## src/rtl/ccta_pkg.sv

```systemverilog
// Shared constants and FSM state encoding for the CCTA arbiter.
// Imported by ccta_rr_arb and ccta_arbiter.
package ccta_pkg;

    localparam int CCTA_W   = 4;
    localparam int CCTA_QW  = 5;
    localparam int HOLD_MAX = 15;
    localparam int CNT_W    = $clog2(HOLD_MAX + 1);

    typedef enum logic [1:0] {
        IDLE = 2'd0,
        HOLD = 2'd1,
        DONE = 2'd2
    } state_e;

endpackage

```

## src/rtl/ccta_rr_arb.sv

```systemverilog
// Two-way round-robin decision: picks a winner from two requests
// given which requester was served last.
module ccta_rr_arb
    import ccta_pkg::*;
(
    input  logic req0_i,
    input  logic req1_i,
    input  logic last_i,
    output logic winner_o,
    output logic valid_o
);

    logic tie;

    assign tie      = req0_i & req1_i;
    assign valid_o  = req0_i | req1_i;
    assign winner_o = tie ? ~last_i : req1_i;

endmodule

```

## src/rtl/ccta_arbiter.sv

```systemverilog
// Arbitrates two requesters onto one shared CCTA datapath.
// Optional per-requester grant counters with CCTA_ARBITER_STATS_EN.
module ccta_arbiter
    import ccta_pkg::*;
#(
    parameter int HOLD_CYCLES = 1
) (
    input  logic               clk,
    input  logic               rst_n,
    input  logic               req0,
    input  logic               req1,
    input  logic [CCTA_W-1:0]  op0_a,
    input  logic [CCTA_W-1:0]  op0_b,
    input  logic [CCTA_W-1:0]  op0_c,
    input  logic               op0_ctrl,
    input  logic [CCTA_W-1:0]  op1_a,
    input  logic [CCTA_W-1:0]  op1_b,
    input  logic [CCTA_W-1:0]  op1_c,
    input  logic               op1_ctrl,
    output logic               gnt0,
    output logic               gnt1,
    output logic               done0,
    output logic               done1,
    output logic [CCTA_QW-1:0] result,
    output logic [CCTA_W-1:0]  ccta_a,
    output logic [CCTA_W-1:0]  ccta_b,
    output logic [CCTA_W-1:0]  ccta_c,
    output logic               ccta_ctrl,
    output logic               ccta_rst,
    input  logic [CCTA_QW-1:0] ccta_q
`ifdef CCTA_ARBITER_STATS_EN
    ,
    output logic [7:0]         stat_cnt0,
    output logic [7:0]         stat_cnt1
`endif
);

    localparam logic [CNT_W-1:0] HOLD_LOAD = CNT_W'(HOLD_CYCLES - 1);

    state_e               state_q;
    logic [CNT_W-1:0]     cnt_q;
    logic                 last_q;
    logic                 who_q;
    logic                 gnt0_q;
    logic                 gnt1_q;
    logic                 done0_q;
    logic                 done1_q;
    logic                 crst_q;
    logic [CCTA_QW-1:0]   result_q;
    logic [CCTA_W-1:0]    a_q;
    logic [CCTA_W-1:0]    b_q;
    logic [CCTA_W-1:0]    c_q;
    logic                 ctrl_q;

    logic                 win;
    logic                 arb_valid;
    logic                 grant;

    ccta_rr_arb u_rr (
        .req0_i   (req0),
        .req1_i   (req1),
        .last_i   (last_q),
        .winner_o (win),
        .valid_o  (arb_valid)
    );

    assign grant = (state_q == IDLE) && arb_valid;

    // Result is captured on the HOLD exit edge while the datapath is
    // still out of reset; done follows one cycle later from DONE.
    always_ff @(posedge clk or negedge rst_n) begin
        if (!rst_n) begin
            state_q  <= IDLE;
            cnt_q    <= '0;
            last_q   <= 1'b1;
            who_q    <= 1'b0;
            gnt0_q   <= 1'b0;
            gnt1_q   <= 1'b0;
            done0_q  <= 1'b0;
            done1_q  <= 1'b0;
            crst_q   <= 1'b1;
            result_q <= '0;
            a_q      <= '0;
            b_q      <= '0;
            c_q      <= '0;
            ctrl_q   <= 1'b0;
        end else begin
            gnt0_q  <= 1'b0;
            gnt1_q  <= 1'b0;
            done0_q <= 1'b0;
            done1_q <= 1'b0;
            unique case (state_q)
                IDLE: begin
                    if (arb_valid) begin
                        who_q   <= win;
                        last_q  <= win;
                        gnt0_q  <= ~win;
                        gnt1_q  <= win;
                        a_q     <= win ? op1_a : op0_a;
                        b_q     <= win ? op1_b : op0_b;
                        c_q     <= win ? op1_c : op0_c;
                        ctrl_q  <= win ? op1_ctrl : op0_ctrl;
                        cnt_q   <= HOLD_LOAD;
                        crst_q  <= 1'b0;
                        state_q <= HOLD;
                    end
                end
                HOLD: begin
                    if (cnt_q == '0) begin
                        result_q <= ccta_q;
                        crst_q   <= 1'b1;
                        state_q  <= DONE;
                    end else begin
                        cnt_q <= cnt_q - CNT_W'(1);
                    end
                end
                DONE: begin
                    done0_q <= ~who_q;
                    done1_q <= who_q;
                    state_q <= IDLE;
                end
                default: state_q <= IDLE;
            endcase
        end
    end

    assign gnt0      = gnt0_q;
    assign gnt1      = gnt1_q;
    assign done0     = done0_q;
    assign done1     = done1_q;
    assign result    = result_q;
    assign ccta_a    = a_q;
    assign ccta_b    = b_q;
    assign ccta_c    = c_q;
    assign ccta_ctrl = ctrl_q;
    assign ccta_rst  = crst_q;

`ifdef CCTA_ARBITER_STATS_EN
    logic [7:0] st0_q;
    logic [7:0] st1_q;

    always_ff @(posedge clk or negedge rst_n) begin
        if (!rst_n) begin
            st0_q <= '0;
            st1_q <= '0;
        end else if (grant) begin
            if (!win && st0_q != 8'hFF) st0_q <= st0_q + 8'd1;
            if (win && st1_q != 8'hFF) st1_q <= st1_q + 8'd1;
        end
    end

    assign stat_cnt0 = st0_q;
    assign stat_cnt1 = st1_q;
`endif

endmodule

```

## config.mk

```make
export PLATFORM = sky130hd
export DESIGN_NAME = ccta_arbiter
export DESIGN_NICKNAME = d
export VERILOG_FILES = /design/src/rtl/ccta_pkg.sv /design/src/rtl/ccta_rr_arb.sv /design/src/rtl/ccta_arbiter.sv
export SDC_FILE = /design/constraint.sdc
export NUM_CORES = 1
export LEC_CHECK = 0
export ABC_CLOCK_PERIOD_IN_PS = 2640
export CAP_MARGIN = 15
export CORE_MARGIN = 1
export CORE_UTILIZATION = 45
export DETAILED_ROUTE_END_ITERATION = 10
export PLACE_DENSITY = 0.84
export SLEW_MARGIN = 40
export SYNTH_ARGS = -nofsm -noshare
export SYNTH_HDL_FRONTEND = slang
export SYNTH_SLANG_ARGS = --single-unit
```

## constraint.sdc

```tcl
create_clock -name clk -period 2.64 [get_ports clk]
set_clock_uncertainty 0.15 [all_clocks]
set_input_delay 0.264 -clock clk [delete_from_list [all_inputs] [get_ports clk]]
set_output_delay 0.264 -clock clk [all_outputs]
set_load 0.02 [all_outputs]
```

==> flow_summary.toml <==
[power]
vdd_drop_max_v = 0.000640
comb_power_share_pct = 50.8
powerDensity_nw_per_um2 = 1160
p_int_uw = 1450
pwr-share-seq_pct = 35.6
netSwitchingPower_uw = 911
power_uw = 2360
p_sw_share_pct = 38.6
p_clk_share_pct = 13.5
leakagePower_uw = 0.000909

[layout]
final-seq-area_sq_um = 778
finalNetCount = 219
area_delta_synth_final_pct = 47.8
utilization_pct = 72.2
diodes = 0
n_fill_cell = 210
design_area_sq_um = 2040
multi_input_area_sq_um = 557
drive_above_1_share_pct = 11.5

[timing]
tightest_slew_ps = 603
fin_setup_tns_ps = 0
relSlewSlack_pct = 59.6
rsz0062_at_grt = "no"
setup_viol = 0
max_freq_mhz = 531
whs_ps = 146
min_period_over_period_pct = 71.3
slew_violations = 0
fin_crit_ps = 1880
hold_viol = 0

[global_routing]
use_met1_pct = 29.2
grt-busiest-layer = "met2"
grt_overflow_total = 0
grt_pass1_vias = 1240
grt_max_degree = 32
antenna_found_initial = 0
grt_util_met3_pct = 6.80
grtUsageTotal_pct = 23.8
grt_pass1_wl_mm = 5.69
use_met2_pct = 37.5

[critical_path]
required_ps = 2730
crit_chain = "nor2_1 > buf_4 > nand2_4 > a221o_1"
start_kind = "register"
max_stage_delay_ps = 470
crit_family = "simple AND/OR/NAND/NOR gates"
rr_endpoint = "ccta_c[2]$_DFFE_PN0P_"
arrival_ps = 1970
critPathCaptureType = "register"
cp.buffers_inverters = 1
crit_path_top_delay_cell = "dfrtp_1"
rr_worst_depth = 4
cp_max_fo = 9
critical_path_class = "reg2reg"
r2r_start = "state_q[0]$_DFFE_PN0P_"
rrSetupSlack_ps = 760

[cts]
cts_tree = "done"
htreeDepth = 2
insertion_delay_ps = 340
holdBufCountCts = 0
cts_setup_buffers = 0
clk_path_buf_depth = 2
ctsResizeCount = 0
clk_pin_slew_ps = 100
root_buffer = "clkbuf_4"
clock_sinks = 31
cts_inserted_buffers = 5

[yosys]
synth.distinct_cells = 37
post-synth-top-area-cell = "dfrtp_1"
mappedNetlistArea_sq_um = 1380
synthesis.nets = 158
ys_warn_count = 0
avgSynthCellArea_sq_um = 11.4
ys_ff_latch = 31
synthTopCellsByArea = "dfrtp_1 (52%), a221o_1 (5.1%), nand2_1 (4.1%), dfstp_2 (3.8%), a31oi_1 (3.2%)"
ys_seq_area_share_pct = 56.3
synth_cells = 121
synth_top_area_share_pct = 52.5

[drt]
viasPerCell = 5.66
first_pass_iters = 8
wirelength_mm = 3.40
drt_iter0_markers = 32
routedWlPerCell_um = 15.9
vias = 1212
drc = 6
antenna_left = 0

[place]
portBuffers = 57
dpl_cell_area_sq_um = 1970
gp_congestion = 0.811
dp.final_hpwl_mm = 2.54

[floorplan]
row_count = 19
fp.dieW_um = 57.4
die_y_um = 57.4
pin_count = 58
dieArea_sq_um = 3300
initial_core_util_pct = 48.9
coreArea_sq_um = 2830

[outcome]
status = "finished with violations"
violations = "DRC"

[job]
maxCapViolations = 0

[worst_hold_path]
hold_class = "in2async"
## synth_stat cells
cell type and instances:
a221o_1 7, clkbuf_1 1, nand3b_2 1, a21boi_2 1
a31oi_1 7, or3_1 2, and3b_1 1, mux2i_1 1
nor3b_1 1, nor4_1 1, nor3_4 1, or4_1 1
or2_1 2, nand2_1 15, nand2_4 1, buf_6 1
a21oi_1 8, o21ai_0 4, and2_1 1, a21bo_2 1
dfrtp_1 29, nor2_2 1, nor2b_1 1, dfstp_2 2
and3_1 6, mux2_2 3, o21bai_1 1, nor3b_2 1
nand2b_1 1, buf_4 1, inv_1 4, a21o_1 2
nor2_1 4, ha_1 2, mux2_1 2, buf_2 2
o31ai_1 1
## logic make-up after synthesis
family                     synth area share (%)
and+or+nand+nor                            17.4
AOI/OAI and AO/OA                          16.3
DFF                                        56.3
buffers and inverters                      3.44
muxes                                      4.80
adders and majority gates                  1.81
## metal layers
layer | routed length (um) | up-vias | share of wire, %
met4 | 83 | 0 | 2.4
met5 | 0 | - | 0
met2 | 1640 | 63 | 48
met1 | 1330 | 577 | 39
li1 | - | 561 | -
met3 | 349 | 11 | 10
## final cells by class
| type | count | share of cell area (%) |
|---|---|---|
| repair buffers | 59 | 28.7 |
| flip-flops and latches | 31 | 38.1 |
| inverters | 4 | 0.735 |
| clock buffers | 8 | 3.37 |
| well taps | 31 | 1.90 |
| multi-input cells | 81 | 27.3 |
## metrics by stage
stage / worst slack (ps) / cells
2_1_floorplan: 1020 / 121
3_3_place_gp: 679 / 206
3_5_place_dp: 563 / 206
4_1_cts: 751 / 214
5_1_grt: 658 / 214
6_report: 757 / 214
## registers in the layout (all words and copies together) (netlist names), 2 cells and up
| name | flops |
|---|---|
| ccta_b | 4 |
| ccta_a | 4 |
| ccta_c | 4 |
| state_q | 2 |
| cnt_q | 4 |
| result | 5 |
## power by group through the flow
stage                     Sequential [uW]  Clock [uW]  Combinational (uW)
after detailed placement              854           0                1210
after CTS                             845         325                1210
after global placement                840           0                1160
after global routing                  872         346                1300
final                                 841         320                1200
after floorplan                      1030           0                 512
## worst max path at each step
stage	cells after the start	startpoint	slack, ps	to
after floorplan	5	cnt_q[0]$_DFFE_PN0P_	1020	result[1]$_DFFE_PN0P_
after global placement	4	req1	680	ccta_b[1]$_DFFE_PN0P_
after detailed placement	4	req1	560	ccta_c[2]$_DFFE_PN0P_
after CTS	1	ccta_rst$_DFFE_PN1P_	750	ccta_rst
after global routing	4	state_q[0]$_DFFE_PN0P_	660	ccta_c[2]$_DFFE_PN0P_
final	4	state_q[0]$_DFFE_PN0P_	760	ccta_c[2]$_DFFE_PN0P_
## placed cells by master, fill, tap and decap left out, types with 4 or more instances in the layout
cell type,count
a221o_1,7
a21oi_1,8
o21ai_0,4
and3_1,6
clkbuf_4,5
nor2_1,4
inv_1,4
nand2_1,15
a31oi_1,7
clkdlybuf4s50_1,57
dfrtp_1,29
Power figures use the tool's default switching activity.
